[config.mk]
export PLATFORM = sky130hd
export DESIGN_NAME = timer_scheduler
export DESIGN_NICKNAME = d
export VERILOG_FILES = /design/src/rtl/timer_pkg.sv /design/src/rtl/rr_select.sv /design/src/rtl/timer_scheduler.sv
export SDC_FILE = /design/constraint.sdc
export NUM_CORES = 1
export LEC_CHECK = 0
export ABC_CLOCK_PERIOD_IN_PS = 4390
export BUFFER_PORTS_ARGS = -buffer_cell sky130_fd_sc_hd__clkbuf_2
export CORE_MARGIN = 2
export CORE_UTILIZATION = 55
export CTS_BUF_LIST = sky130_fd_sc_hd__clkbuf_8
export CTS_CLUSTER_DIAMETER = 100
export CTS_CLUSTER_SIZE = 14
export DETAILED_ROUTE_END_ITERATION = 6
export GPL_TIMING_DRIVEN = 0
export HOLD_SLACK_MARGIN = 0.12
export PLACE_DENSITY = 0.79
export REMOVE_ABC_BUFFERS = 1
export SYNTH_ARGS = -nofsm -noshare
export SYNTH_HDL_FRONTEND = slang
export SYNTH_SLANG_ARGS = --single-unit
[constraint.sdc]
create_clock -name clk -period 4.39 [get_ports clk]
set_input_delay 0.878 -clock clk [delete_from_list [all_inputs] [get_ports clk]]
set_output_delay 0.878 -clock clk [all_outputs]
set_load 0.02 [all_outputs]
[src/rtl/timer_pkg.sv]
// timer_pkg: FSM encoding and default sizing shared by the timer scheduler blocks.
package timer_pkg;
  typedef enum logic [2:0] {IDLE, SELECT, WAIT_LOW, WAIT_HIGH, COUNT, DONE} state_t;
  localparam int DEF_WIDTH = 11;
  localparam int DEF_TIMEOUT = 1000;
endpackage

[src/rtl/rr_select.sv]
// rr_select: first set mask bit at or after ptr, wrapping; N must be a power of two.
module rr_select #(
  parameter int N = 4
) (
  input  logic [N-1:0]         mask,
  input  logic [$clog2(N)-1:0] ptr,
  output logic [$clog2(N)-1:0] idx,
  output logic                 found
);
  localparam int W = $clog2(N);
  // Scan from the far end so the candidate closest to ptr is written last and wins.
  always_comb begin
    idx = '0;
    found = 1'b0;
    for (int i = N - 1; i >= 0; i--) begin
      if (mask[ptr + W'(i)]) begin
        idx = ptr + W'(i);
        found = 1'b1;
      end
    end
  end
endmodule

[src/rtl/timer_scheduler.sv]
// timer_scheduler: round-robin high-pulse width measurement over NCH channels.
module timer_scheduler import timer_pkg::*; #(
  parameter int NCH = 4,
  parameter int WIDTH = DEF_WIDTH,
  parameter int TIMEOUT = DEF_TIMEOUT
) (
  input  logic                   clk,
  input  logic                   rst,
  input  logic [NCH-1:0]         in,
  input  logic [NCH-1:0]         en,
  output logic                   busy,
  output logic [$clog2(NCH)-1:0] cur_ch,
  output logic                   out_valid,
  input  logic                   out_ready,
  output logic [$clog2(NCH)-1:0] out_ch,
  output logic [WIDTH-1:0]       out_data,
  output logic                   out_ovf,
  output logic                   out_tmo
);
  localparam int CW = $clog2(NCH);
  localparam int TW = $clog2(TIMEOUT + 1);
  state_t state;
  logic [CW-1:0] ptr, pick;
  logic found, lvl, act, last_wait, sat;
  logic [WIDTH-1:0] width;
  logic [TW-1:0] wait_cnt;
  rr_select #(.N(NCH)) u_rr (
    .mask(en),
    .ptr(ptr),
    .idx(pick),
    .found(found)
  );
  assign lvl = in[cur_ch];
  assign act = en[cur_ch];
  assign busy = state != IDLE;
  assign last_wait = wait_cnt == TW'(TIMEOUT - 1);
  // A rising edge seen on the final allowed wait cycle still starts a count.
  always_ff @(posedge clk or posedge rst) begin
    if (rst) begin
      state <= IDLE;
      ptr <= '0;
      cur_ch <= '0;
      wait_cnt <= '0;
      width <= '0;
      sat <= 1'b0;
      out_valid <= 1'b0;
      out_ch <= '0;
      out_data <= '0;
      out_ovf <= 1'b0;
      out_tmo <= 1'b0;
    end else begin
      case (state)
        IDLE: state <= |en ? SELECT : IDLE;
        SELECT: begin
          cur_ch <= found ? pick : cur_ch;
          wait_cnt <= '0;
          state <= found ? WAIT_LOW : IDLE;
        end
        WAIT_LOW, WAIT_HIGH: begin
          if (!act) begin
            ptr <= cur_ch + CW'(1);
            state <= IDLE;
          end else if (state == WAIT_HIGH && lvl) begin
            width <= WIDTH'(1);
            sat <= 1'b0;
            state <= COUNT;
          end else if (last_wait) begin
            out_ch <= cur_ch;
            out_data <= '0;
            out_ovf <= 1'b0;
            out_tmo <= 1'b1;
            out_valid <= 1'b1;
            state <= DONE;
          end else begin
            wait_cnt <= wait_cnt + TW'(1);
            state <= (state == WAIT_LOW && !lvl) ? WAIT_HIGH : state;
          end
        end
        COUNT: begin
          if (!act) begin
            ptr <= cur_ch + CW'(1);
            state <= IDLE;
          end else if (lvl) begin
            width <= &width ? width : width + WIDTH'(1);
            sat <= sat | &width;
          end else begin
            out_ch <= cur_ch;
            out_data <= width;
            out_ovf <= sat;
            out_tmo <= 1'b0;
            out_valid <= 1'b1;
            state <= DONE;
          end
        end
        DONE: begin
          if (out_ready) begin
            out_valid <= 1'b0;
            ptr <= cur_ch + CW'(1);
            state <= IDLE;
          end
        end
        default: state <= IDLE;
      endcase
    end
  end
endmodule

==> reports/results.tsv <==
stage	metric	value	unit
status	status	finished clean	
global_routing	total track usage	21.3	%
pwr	net switching fraction of the power	38.6	%
clocking	# clock sinks	45	
clocking	number of buffers added for setup after CTS	0	
critical_path	kind of launch point of the worst setup path	input port	
critical_path	crit-path max FO	14	
routing	Via density	5.88	
pwr	power density of the placed cells	503	mW/mm2
timing	transition time at the pin with the least slew margin	0.978	ns
yosys	top_reg_cell synth	sky130_fd_sc_hd__dfrtp_1	
routing	post-detailed-route count of antenna-violating nets	0	
routing	Routed WL per cell	15.0	um
yosys	synth top area cells	sky130_fd_sc_hd__dfrtp_1 46%, sky130_fd_sc_hd__a22o_1 4.3%, sky130_fd_sc_hd__nor2_1 3.8%	
floorplan	core region area	0.00432	mm2
routing	total number of vias	1859	
timing	smallest setup slack after layout	1.97	ns
finish	area delta synth->final	11.0	%
clocking	Worst-Skew Late Latency	0.31	ns
yosys	leading cell types by count after synthesis	45 x sky130_fd_sc_hd__dfrtp_1, 25 x sky130_fd_sc_hd__nor2_1, 22 x sky130_fd_sc_hd__nand2_1	
pwr	power share of the sequential group	41.5	%
yosys	share of synthesized flip-flops with an asynchronous set or reset	100	%
clocking	Num CTS Buffers	5	
clocking	Max H-tree Level	2	
critical_path	arrival time at the worst endpoint	2.58	ns
critical_path	sort of element at the end of the critical path	flop	
pwr	Clk network pwr share	23.0	%
finish	layout net count	276	
yosys	count of flip-flops with a built-in enable after synthesis	0	
clocking	total of hold buffers inserted after clock tree synthesis	0	
pwr	Switching Power	0.000526	W
yosys	sequential fraction of the synthesis area	46.0	%
yosys	Syn Inst Count	236	
yosys	synth unique cells	47	
global_routing	global-route wire length before repair	8520	um
global_routing	grt total ovfl	0	
timing	headroom to the max-slew limit	34.6	%
floorplan	chip height	70.7	um
global_routing	largest net degree at the start of global routing	41	
yosys	most numerous cell in the Yosys netlist	sky130_fd_sc_hd__dfrtp_1	
pwr	total internal power	0.000839	W
clocking	worst-case clock buffer depth	2	
critical_path	kind of critical path	input port to flop	
clocking	Clk pin slew, worst setup/hold paths	0.09	ns
floorplan	initial core utilization	56.6	%
routing	detailed-route DRC error count	0	
clocking	number of instances resized during post-cts repair	0	
yosys	Post-Synthesis Cell Area	0.00245	mm2
pwr	P_leak	1.20	nW
pwr	Logic pwr share	35.5	%
timing	final setup violation count	0	
clocking	Root Buffer	sky130_fd_sc_hd__clkbuf_8	
timing	worst clock skew	0.0104	ns
placed_design	placement-stage worst setup slack	1.61	ns
floorplan	row cnt	24	
critical_path	R2R setup slack	2.03	ns
placed_design	number of placed instances, taps included	308	
routing	overall routed net length	4750	um
yosys	portion of synthesized cell area occupied by the leading cell type	46.0	%
placed_design	total half-perimeter wirelength after legalization and detailed placement	3390	um
placed_design	buffers added on ports	29	
min_path	Hold Path Class	input port to asynchronous set/reset pin	
timing	post-route fraction of the period consumed by the critical path	55.1	%
flow_run	max-cap check violation count	0	
finish	share of post-route cells with drive strength above 1	21.6	%
floorplan	overall die area	0.00500	mm2
yosys	number of register bits inferred by synthesis	45	
placed_design	RD Place Congestion	0.822	
floorplan	top-level I/O count	30	
routing	first-pass iteration count of the detailed router	4	
yosys	synthesized area per cell	10.4	um2
pwr	Max IR drop VDD	0.000510	V
clocking	clock tree from TritonCTS	done	
finish	diode insertion count for antenna repair	0	
global_routing	initial antenna violation count	0	
yosys	most area-hungry cell type in the Yosys netlist	sky130_fd_sc_hd__dfrtp_1	
pwr	overall power of the completed layout	0.00136	W
yosys	total of warnings raised by yosys	0	
routing	number of DRC violations after detailed-routing iteration 0	140	
floorplan	die span in x	70.7	um
timing	number of max-slew violations in the final report	0	
timing	Hold Fails Final Rpt	0	
timing	Max Clock Freq	413	MHz
timing	Post-Route Setup TNS	0	ns
timing	RSZ-0062 raised after global routing	no	
finish	post-layout instance count excluding filler cells	316	
critical_path	critical path required time	4.55	ns
timing	clock period minus final worst setup slack	2.42	ns
global_routing	number of global-route vias before repair	1881	
## worst max-delay path, stage by stage
cell and delay, ns:
sky130_fd_sc_hd__clkbuf_2 0.08, sky130_fd_sc_hd__mux4_2 0.61, sky130_fd_sc_hd__nor2_1 0.81, sky130_fd_sc_hd__o21ai_0 0.20
## layout by cell type, fill, tap and decap left out, types with 2 or more instances in the layout
cell type                   n
sky130_fd_sc_hd__dfrtp_1   45
sky130_fd_sc_hd__clkbuf_2  29
sky130_fd_sc_hd__nor2_1    25
sky130_fd_sc_hd__nand2_1   22
sky130_fd_sc_hd__a22o_1    12
sky130_fd_sc_hd__a21oi_1   10
sky130_fd_sc_hd__nand3_1   10
sky130_fd_sc_hd__o21ai_0   10
sky130_fd_sc_hd__nor3_1     9
sky130_fd_sc_hd__xnor2_1    7
sky130_fd_sc_hd__inv_1      6
sky130_fd_sc_hd__xor2_1     6
sky130_fd_sc_hd__nand2b_1   5
sky130_fd_sc_hd__o211ai_1   5
sky130_fd_sc_hd__clkbuf_8   5
sky130_fd_sc_hd__nor2b_1    4
sky130_fd_sc_hd__mux2_2     4
sky130_fd_sc_hd__mux2i_1    4
sky130_fd_sc_hd__and2_1     3
sky130_fd_sc_hd__nand4_1    3
sky130_fd_sc_hd__nor4_4     3
sky130_fd_sc_hd__nor4_1     3
sky130_fd_sc_hd__mux4_2     2
sky130_fd_sc_hd__o21ai_2    2
sky130_fd_sc_hd__nor3_2     2
sky130_fd_sc_hd__a31oi_1    2
sky130_fd_sc_hd__mux2_1     2
sky130_fd_sc_hd__ha_1       2
## final timing paths
kind                                       startpoint                     to  cells after the start
worst min register to register  out_ch[1]$_DFFE_PP0P_  out_ch[1]$_DFFE_PP0P_                      1
min in group clk                out_ch[1]$_DFFE_PP0P_  out_ch[1]$_DFFE_PP0P_                      1
worst max-delay path                            in[3]  out_valid$_DFFE_PP0P_                      4
worst max register to register  cur_ch[0]$_DFFE_PP0P_  out_valid$_DFFE_PP0P_                      3
worst min-delay path                              rst    out_ovf$_DFFE_PP0P_                      2
max in group asynchronous                         rst  cur_ch[0]$_DFFE_PP0P_                      3
## through the flow
stage | instance area [um2] | hold WS, ns | util [%]
2_1_floorplan | 2370 | 0.467 | -
3_3_place_gp | 2580 | 0.481 | 59.8
3_5_place_dp | 2600 | 0.481 | 60.2
4_1_cts | 2720 | 0.423 | 62.8
5_1_grt | 2720 | 0.424 | 62.8
6_report | 2720 | 0.424 | 62.8
## area by class of cell
| class | count | area [um2] |
|---|---|---|
| well taps | 52 | 65.1 |
| multi-input cells | 175 | 1220 |
| inverters | 6 | 22.5 |
| clock buffers | 5 | 68.8 |
| flip-flops and latches | 45 | 1130 |
| fillers | 380 | 1610 |
| repair buffers | 30 | 165 |
| clock inverters | 3 | 42.5 |
## power groups by stage
stage | Clock, W | Combinational [W] | Sequential, W
finish | 0.000315 | 0.000484 | 0.000566
global route | 0.000334 | 0.000538 | 0.000580
CTS | 0.000318 | 0.000489 | 0.000566
detailed placement | 0 | 0.000486 | 0.000574
floorplan | 0 | 0.000337 | 0.000592
global placement | 0 | 0.000473 | 0.000568
## state kept, by name, indices dropped and copies added (netlist names)
signal / cells
cur_ch: 2
state: 3
wait_cnt: 10
out_valid: 1
out_ovf: 1
out_data: 11
sat: 1
out_ch: 2
out_tmo: 1
width: 11
ptr: 2
## kinds of logic (layout without fill, tap and decap cells)
kind of cell	Yosys count	in the layout	share of synthesized area (%)
simple gates	99	99	23.0
compound gates	49	49	15.1
flops	45	45	46.0
buf+inv	16	44	3.89
xor+xnor	13	13	4.65
mux	12	12	6.24
fa+ha+maj	2	2	1.02
## routing by layer
| metal | global-route usage [%] | vias to the layer above | routed length, um |
|---|---|---|---|
| li1 | - | 905 | - |
| met3 | 5.41 | 7 | 165 |
| met1 | 27.9 | 908 | 2240 |
| met5 | 0 | - | 0 |
| met2 | 33.7 | 39 | 2270 |
| met4 | 9.22 | 0 | 81 |
Power figures use the tool's default switching activity.
